## src/rtl/arm_pkg.sv

```systemverilog
// Shared ARM-style core definitions: status register layout,
// EXE command encodings and default datapath widths.
package arm_pkg;

  localparam int DATA_W_DEF = 32;
  localparam int REG_W_DEF  = 4;
  localparam int CNT_W_DEF  = 16;

  localparam int SR_N = 3;
  localparam int SR_Z = 2;
  localparam int SR_C = 1;
  localparam int SR_V = 0;

  localparam logic [3:0] EXE_MOV = 4'b0001;
  localparam logic [3:0] EXE_MVN = 4'b1001;
  localparam logic [3:0] EXE_ADD = 4'b0010;
  localparam logic [3:0] EXE_ADC = 4'b0011;
  localparam logic [3:0] EXE_SUB = 4'b0100;
  localparam logic [3:0] EXE_SBC = 4'b0101;
  localparam logic [3:0] EXE_AND = 4'b0110;
  localparam logic [3:0] EXE_ORR = 4'b0111;
  localparam logic [3:0] EXE_EOR = 4'b1000;
  localparam logic [3:0] EXE_LDR = 4'b0010;
  localparam logic [3:0] EXE_STR = 4'b0010;

  typedef struct packed {
    logic valid;
    logic wb_en;
    logic mem_r_en;
    logic mem_w_en;
  } mem_ctrl_t;

  function automatic logic [3:0] pack_nzcv(
    input logic n, input logic z,
    input logic c, input logic v
  );
    logic [3:0] f;
    f       = '0;
    f[SR_N] = n;
    f[SR_Z] = z;
    f[SR_C] = c;
    f[SR_V] = v;
    return f;
  endfunction

endpackage

```

## src/rtl/status_reg.sv

```systemverilog
// NZCV status register with load enable.
// Clears asynchronously so a reset mid-stream drops stale flags.
module status_reg
  import arm_pkg::*;
(
  input  logic       clk,
  input  logic       rst,
  input  logic       ld,
  input  logic [3:0] nzcv_in,
  output logic [3:0] sr
);

  logic [3:0] sr_d;
  logic [3:0] sr_q;

  always_comb begin
    sr_d = sr_q;
    if (ld) sr_d = nzcv_in;
  end

  always_ff @(posedge clk or posedge rst) begin
    if (rst) sr_q <= '0;
    else     sr_q <= sr_d;
  end

  assign sr = sr_q;

endmodule

```

## src/rtl/exe_mem_stage_reg.sv

```systemverilog
// EXE->MEM pipeline register with NZCV status register,
// freeze/flush handling and a committed-instruction counter.
module exe_mem_stage_reg
  import arm_pkg::*;
#(
  parameter int DATA_W = DATA_W_DEF,
  parameter int REG_W  = REG_W_DEF,
  parameter int CNT_W  = CNT_W_DEF
) (
  input  logic              clk,
  input  logic              rst,
  input  logic              freeze,
  input  logic              flush,
  input  logic              exe_valid,
  input  logic              s_in,
  input  logic              wb_en_in,
  input  logic              mem_r_en_in,
  input  logic              mem_w_en_in,
  input  logic [DATA_W-1:0] alu_res_in,
  input  logic [DATA_W-1:0] st_val_in,
  input  logic [REG_W-1:0]  dest_in,
  input  logic              n_in,
  input  logic              z_in,
  input  logic              c_in,
  input  logic              v_in,
  output logic [3:0]        sr,
  output logic              alu_c,
  output logic              mem_valid,
  output logic              wb_en,
  output logic              mem_r_en,
  output logic              mem_w_en,
  output logic [DATA_W-1:0] alu_res,
  output logic [DATA_W-1:0] st_val,
  output logic [REG_W-1:0]  dest,
  output logic [CNT_W-1:0]  commit_cnt
);

  logic              commit;
  logic              sr_ld;
  logic [3:0]        nzcv;
  mem_ctrl_t         ctrl_d, ctrl_q;
  logic [DATA_W-1:0] alu_res_d, alu_res_q;
  logic [DATA_W-1:0] st_val_d, st_val_q;
  logic [REG_W-1:0]  dest_d, dest_q;
  logic [CNT_W-1:0]  cnt_d, cnt_q;

  assign commit = exe_valid & ~flush & ~freeze;
  assign sr_ld  = commit & s_in;
  assign nzcv   = pack_nzcv(n_in, z_in, c_in, v_in);

  status_reg u_sr (
    .clk     (clk),
    .rst     (rst),
    .ld      (sr_ld),
    .nzcv_in (nzcv),
    .sr      (sr)
  );

  // Controls are gated by exe_valid so a bubble never carries stale enables.
  always_comb begin
    ctrl_d    = ctrl_q;
    alu_res_d = alu_res_q;
    st_val_d  = st_val_q;
    dest_d    = dest_q;
    cnt_d     = cnt_q + CNT_W'(commit);
    if (flush) begin
      ctrl_d = '0;
    end else if (!freeze) begin
      ctrl_d.valid    = exe_valid;
      ctrl_d.wb_en    = exe_valid & wb_en_in;
      ctrl_d.mem_r_en = exe_valid & mem_r_en_in;
      ctrl_d.mem_w_en = exe_valid & mem_w_en_in;
      alu_res_d       = alu_res_in;
      st_val_d        = st_val_in;
      dest_d          = dest_in;
    end
  end

  always_ff @(posedge clk or posedge rst) begin
    if (rst) begin
      ctrl_q    <= '0;
      alu_res_q <= '0;
      st_val_q  <= '0;
      dest_q    <= '0;
      cnt_q     <= '0;
    end else begin
      ctrl_q    <= ctrl_d;
      alu_res_q <= alu_res_d;
      st_val_q  <= st_val_d;
      dest_q    <= dest_d;
      cnt_q     <= cnt_d;
    end
  end

  assign alu_c      = sr[SR_C];
  assign mem_valid  = ctrl_q.valid;
  assign wb_en      = ctrl_q.wb_en;
  assign mem_r_en   = ctrl_q.mem_r_en;
  assign mem_w_en   = ctrl_q.mem_w_en;
  assign alu_res    = alu_res_q;
  assign st_val     = st_val_q;
  assign dest       = dest_q;
  assign commit_cnt = cnt_q;

endmodule

```

## config.mk

```make
export PLATFORM = sky130hd
export DESIGN_NAME = exe_mem_stage_reg
export DESIGN_NICKNAME = d
export VERILOG_FILES = /design/src/rtl/arm_pkg.sv /design/src/rtl/status_reg.sv /design/src/rtl/exe_mem_stage_reg.sv
export SDC_FILE = /design/constraint.sdc
export NUM_CORES = 1
export LEC_CHECK = 0
export BUFFER_PORTS_ARGS = -buffer_cell sky130_fd_sc_hd__buf_4
export CAP_MARGIN = 20
export CORE_MARGIN = 3
export CORE_UTILIZATION = 49
export DETAILED_ROUTE_END_ITERATION = 16
export GPL_TIMING_DRIVEN = 0
export PLACE_DENSITY = 0.95
export SYNTH_ARGS = -nofsm -noshare
export SYNTH_HDL_FRONTEND = slang
export SYNTH_SLANG_ARGS = --single-unit
export TNS_END_PERCENT = 1
```

## constraint.sdc

```tcl
create_clock -name clk -period 4.7 [get_ports clk]
set_input_delay 0.705 -clock clk [delete_from_list [all_inputs] [get_ports clk]]
set_output_delay 0.705 -clock clk [all_outputs]
set_load 0.05 [all_outputs]
```

==> impl_metrics.env <==
export IMPL_grt_max_degree=50
export IMPL_finalSetupTns_ns=0
export IMPL_leakagePower_nw=2.58
export IMPL_fin_area_mm2=0.00526
export IMPL_dpl_worst_slack_ns=1.92
export IMPL_ys_seq_elements=92
export IMPL_area_growth_syn_to_layout_pct=45.6
export IMPL_syn_inst=226
export IMPL_drt_wl_total_um=8720
export IMPL_finalCritPeriodShare_pct=51.1
export IMPL_synth_cell_types=26
export IMPL_fp_row_count=30
export IMPL_ant_nets=0
export IMPL_grt_pass1_vias=2833
export IMPL_worstMarginPinSlew_ns=0.593
export IMPL_wl_per_cell_um=17.1
export IMPL_hp_class="in -> async"
export IMPL_cp_arrival_ns=2.62
export IMPL_grt_pass1_wl_um=14000
export IMPL_crit_required_ns=4.92
export IMPL_p_comb_share_pct=35.8
export IMPL_ctsHoldBuffers=0
export IMPL_place_congestion=0.832
export IMPL_worst_r2r_path_depth=5
export IMPL_clkTransAtPathRegs_ns=0.09
export IMPL_initial_core_util_pct=51.8
export IMPL_final_nets=495
export IMPL_cts_tree="yes"
export IMPL_rsz0062_at_grt="no"
export IMPL_power_share_clock_pct=23.1
export IMPL_fin_cells=511
export IMPL_htreeDepth=3
export IMPL_io_buffers=173
export IMPL_setup_violations_final=0
export IMPL_cp_buffers_inverters=3
export IMPL_timing_rr_start="commit_cnt[0]"
export IMPL_criticalPathCategory="in -> reg"
export IMPL_ys_seq_area_share_pct=63.7
export IMPL_setup_ws_ns=2.30
export IMPL_cts_num_sinks=92
export IMPL_p_sw_mw=0.895
export IMPL_maxSlewViolCount=0
export IMPL_cp_cell_sequence="buf_4, nor2_4, buf_6, buf_6, and2_1, ha_1, ha_1, and4_1, nand4_1, xnor2_1"
export IMPL_die_h_um=91.9
export IMPL_core_mm2=0.00698
export IMPL_switching_share_pct=37.3
export IMPL_die_area_mm2=0.00845
export IMPL_fmax_ghz=0.416
export IMPL_cp_start_kind="input pin"
export IMPL_drc=0
export IMPL_vias=2576
export IMPL_reg2reg_to="commit_cnt[14]"
export IMPL_critPathMaxStageDelay_ns=0.31
export IMPL_cts_setup_buffers=0
export IMPL_ir_worst_vdd_uv=290
export IMPL_maxCapViolations=0
export IMPL_clk_latency_ns=0.34
export IMPL_placedInstanceArea_mm2=0.00506
export IMPL_clockBufferDepth=2
export IMPL_drive_above_1_share_pct=65.8
export IMPL_dp_hpwl_um=6860
export IMPL_dp_cells=496
export IMPL_r2r_slack_ns=3.16
export IMPL_synth_fp_nets=310
export IMPL_hold_ws_ns=0.431
export IMPL_numCtsBuffers=9
export IMPL_cp_top_family="simple AND/OR/NAND/NOR gates"
export IMPL_post_cts_resized=0
export IMPL_synth_area_mm2=0.00362
export IMPL_seqPwrFrac_pct=41.1
export IMPL_first_pass_iters=4
export IMPL_die_w_um=91.9
export IMPL_yosysWarnings=0
export IMPL_hold_violations=0
export IMPL_grt_usage_pct=21.0
export IMPL_worstPathMaxFanout=10
export IMPL_ios=174
export IMPL_p_per_area_mw_per_mm2=456
export IMPL_min_period_ns=2.40
export IMPL_cp_end_kind="register"
export IMPL_final_setup_skew_ns=0.00841
export IMPL_diodes=0
export IMPL_cp_slowest_cell="and4_1"
export IMPL_vias_per_cell=5.04
export IMPL_overflow=0
export IMPL_cts_root_buf="clkbuf_8"
export IMPL_grt_antenna_before_repair=0
export IMPL_intPower_mw=1.50
export IMPL_slew_headroom_pct=60.4
export IMPL_first_iter_violations=74
export IMPL_synth_avg_cell_area_um2=16.0
export IMPL_status="completed"
## power groups by stage
| stage | combinational, mW | sequential, mW | clock (mW) |
|---|---|---|---|
| after detailed placement | 0.867 | 1.00 | 0 |
| after global routing | 0.894 | 1.00 | 0.606 |
| after global placement | 0.848 | 0.991 | 0 |
| final | 0.859 | 0.986 | 0.554 |
| after floorplan | 0.164 | 1.40 | 0 |
| after CTS | 0.868 | 0.986 | 0.569 |
## worst reg2reg max path, cell delays in order (launching register included)
cell and delay [ns]:
dfrtp_1 0.41, ha_1 0.21, ha_1 0.21, and4_1 0.31, nand4_1 0.14, xnor2_1 0.15
## cells in the mapped netlist
cell	instances	area, um2
dfrtp_1	92	2300
clkbuf_2	1	5.00
and2_1	1	6.26
nor2b_1	1	6.26
buf_4	1	7.51
mux2_2	59	664
inv_1	1	3.75
xor2_1	4	35.0
nand4_1	5	31.3
and3_1	2	12.5
nand3_1	5	25.0
buf_2	5	25.0
nor3_1	1	5.00
nor2_4	1	11.3
nand2_1	2	7.51
nand4b_1	1	8.76
mux2_4	13	195
and4bb_2	1	12.5
ha_1	3	37.5
and4_1	4	35.0
buf_6	3	33.8
a22oi_1	3	22.5
and3_4	1	11.3
a21oi_1	1	5.00
nor2_1	5	18.8
xnor2_1	10	87.6
## routing by layer
metal / share of wire, % / track usage (%) / vias to the layer above
met4: 1.6 / 8.04 / 0
met5: 0 / 0 / -
met3: 6.4 / 5.74 / 12
li1: - / - / 1167
met2: 54 / 37.3 / 102
met1: 38 / 24.1 / 1295
## worst max path at each step
stage,startpoint,end,slack [ns],cells past startpoint
2_1_floorplan,rst,alu_res[0],1.60,1
3_3_place_gp,rst,alu_res[8],0.67,2
3_5_place_dp,flush,commit_cnt[10],1.92,10
4_1_cts,flush,commit_cnt[14],2.28,10
5_1_grt,flush,commit_cnt[14],2.15,10
6_report,flush,commit_cnt[14],2.30,10
## state kept, by name, summed over array words and instances, names as in the netlist
signal / count
alu_res: 32
st_val: 32
commit_cnt: 16
dest: 4
u_sr.sr: 4
mem_r_en: 1
mem_valid: 1
mem_w_en: 1
wb_en: 1
## layout make-up
cell class / instances / area (um2)
buffer: 10 / 71.3
clock buffer: 11 / 131
clock inverter: 4 / 75.1
fill: 450 / 1720
inverter: 1 / 6.26
multi-input combinational: 123 / 1240
sequential: 92 / 2300
tap: 96 / 120
timing repair buffer: 174 / 1320
## cell families after synthesis
kind of cell             synth area share [%]
AO/OA/AOI/OAI                           0.761
XOR/XNOR                                 3.39
adder cells (fa/ha/maj)                  1.04
buffers and inverters                    2.08
flip-flops                               63.7
multiplexers                             23.8
AND/OR/NAND/NOR                          5.29
## cells in the final DEF, fill, tap and decap left out, types with 2 or more instances in the layout
| cell type | Yosys | final |
|---|---|---|
| buf_4 | 1 | 174 |
| dfrtp_1 | 92 | 92 |
| mux2_2 | 59 | 59 |
| mux2_4 | 13 | 13 |
| xnor2_1 | 10 | 10 |
| clkbuf_8 | 0 | 9 |
| buf_2 | 5 | 5 |
| nand3_1 | 5 | 5 |
| nand4_1 | 5 | 5 |
| nor2_1 | 5 | 5 |
| and4_1 | 4 | 4 |
| xor2_1 | 4 | 4 |
| buf_6 | 3 | 3 |
| a22oi_1 | 3 | 3 |
| ha_1 | 3 | 3 |
| nand2_1 | 2 | 2 |
| and3_1 | 2 | 2 |
| clkbuf_1 | 0 | 2 |
| clkinvlp_4 | 0 | 2 |
| bufinv_16 | 0 | 2 |
## metrics by stage
stage,util (%),power [mW]
after floorplan,-,1.56
after global placement,72.1,1.84
after detailed placement,72.4,1.87
after CTS,75.4,2.42
after global routing,75.4,2.50
final,75.4,2.40
Note: power is estimated with default switching activity, not from simulation.
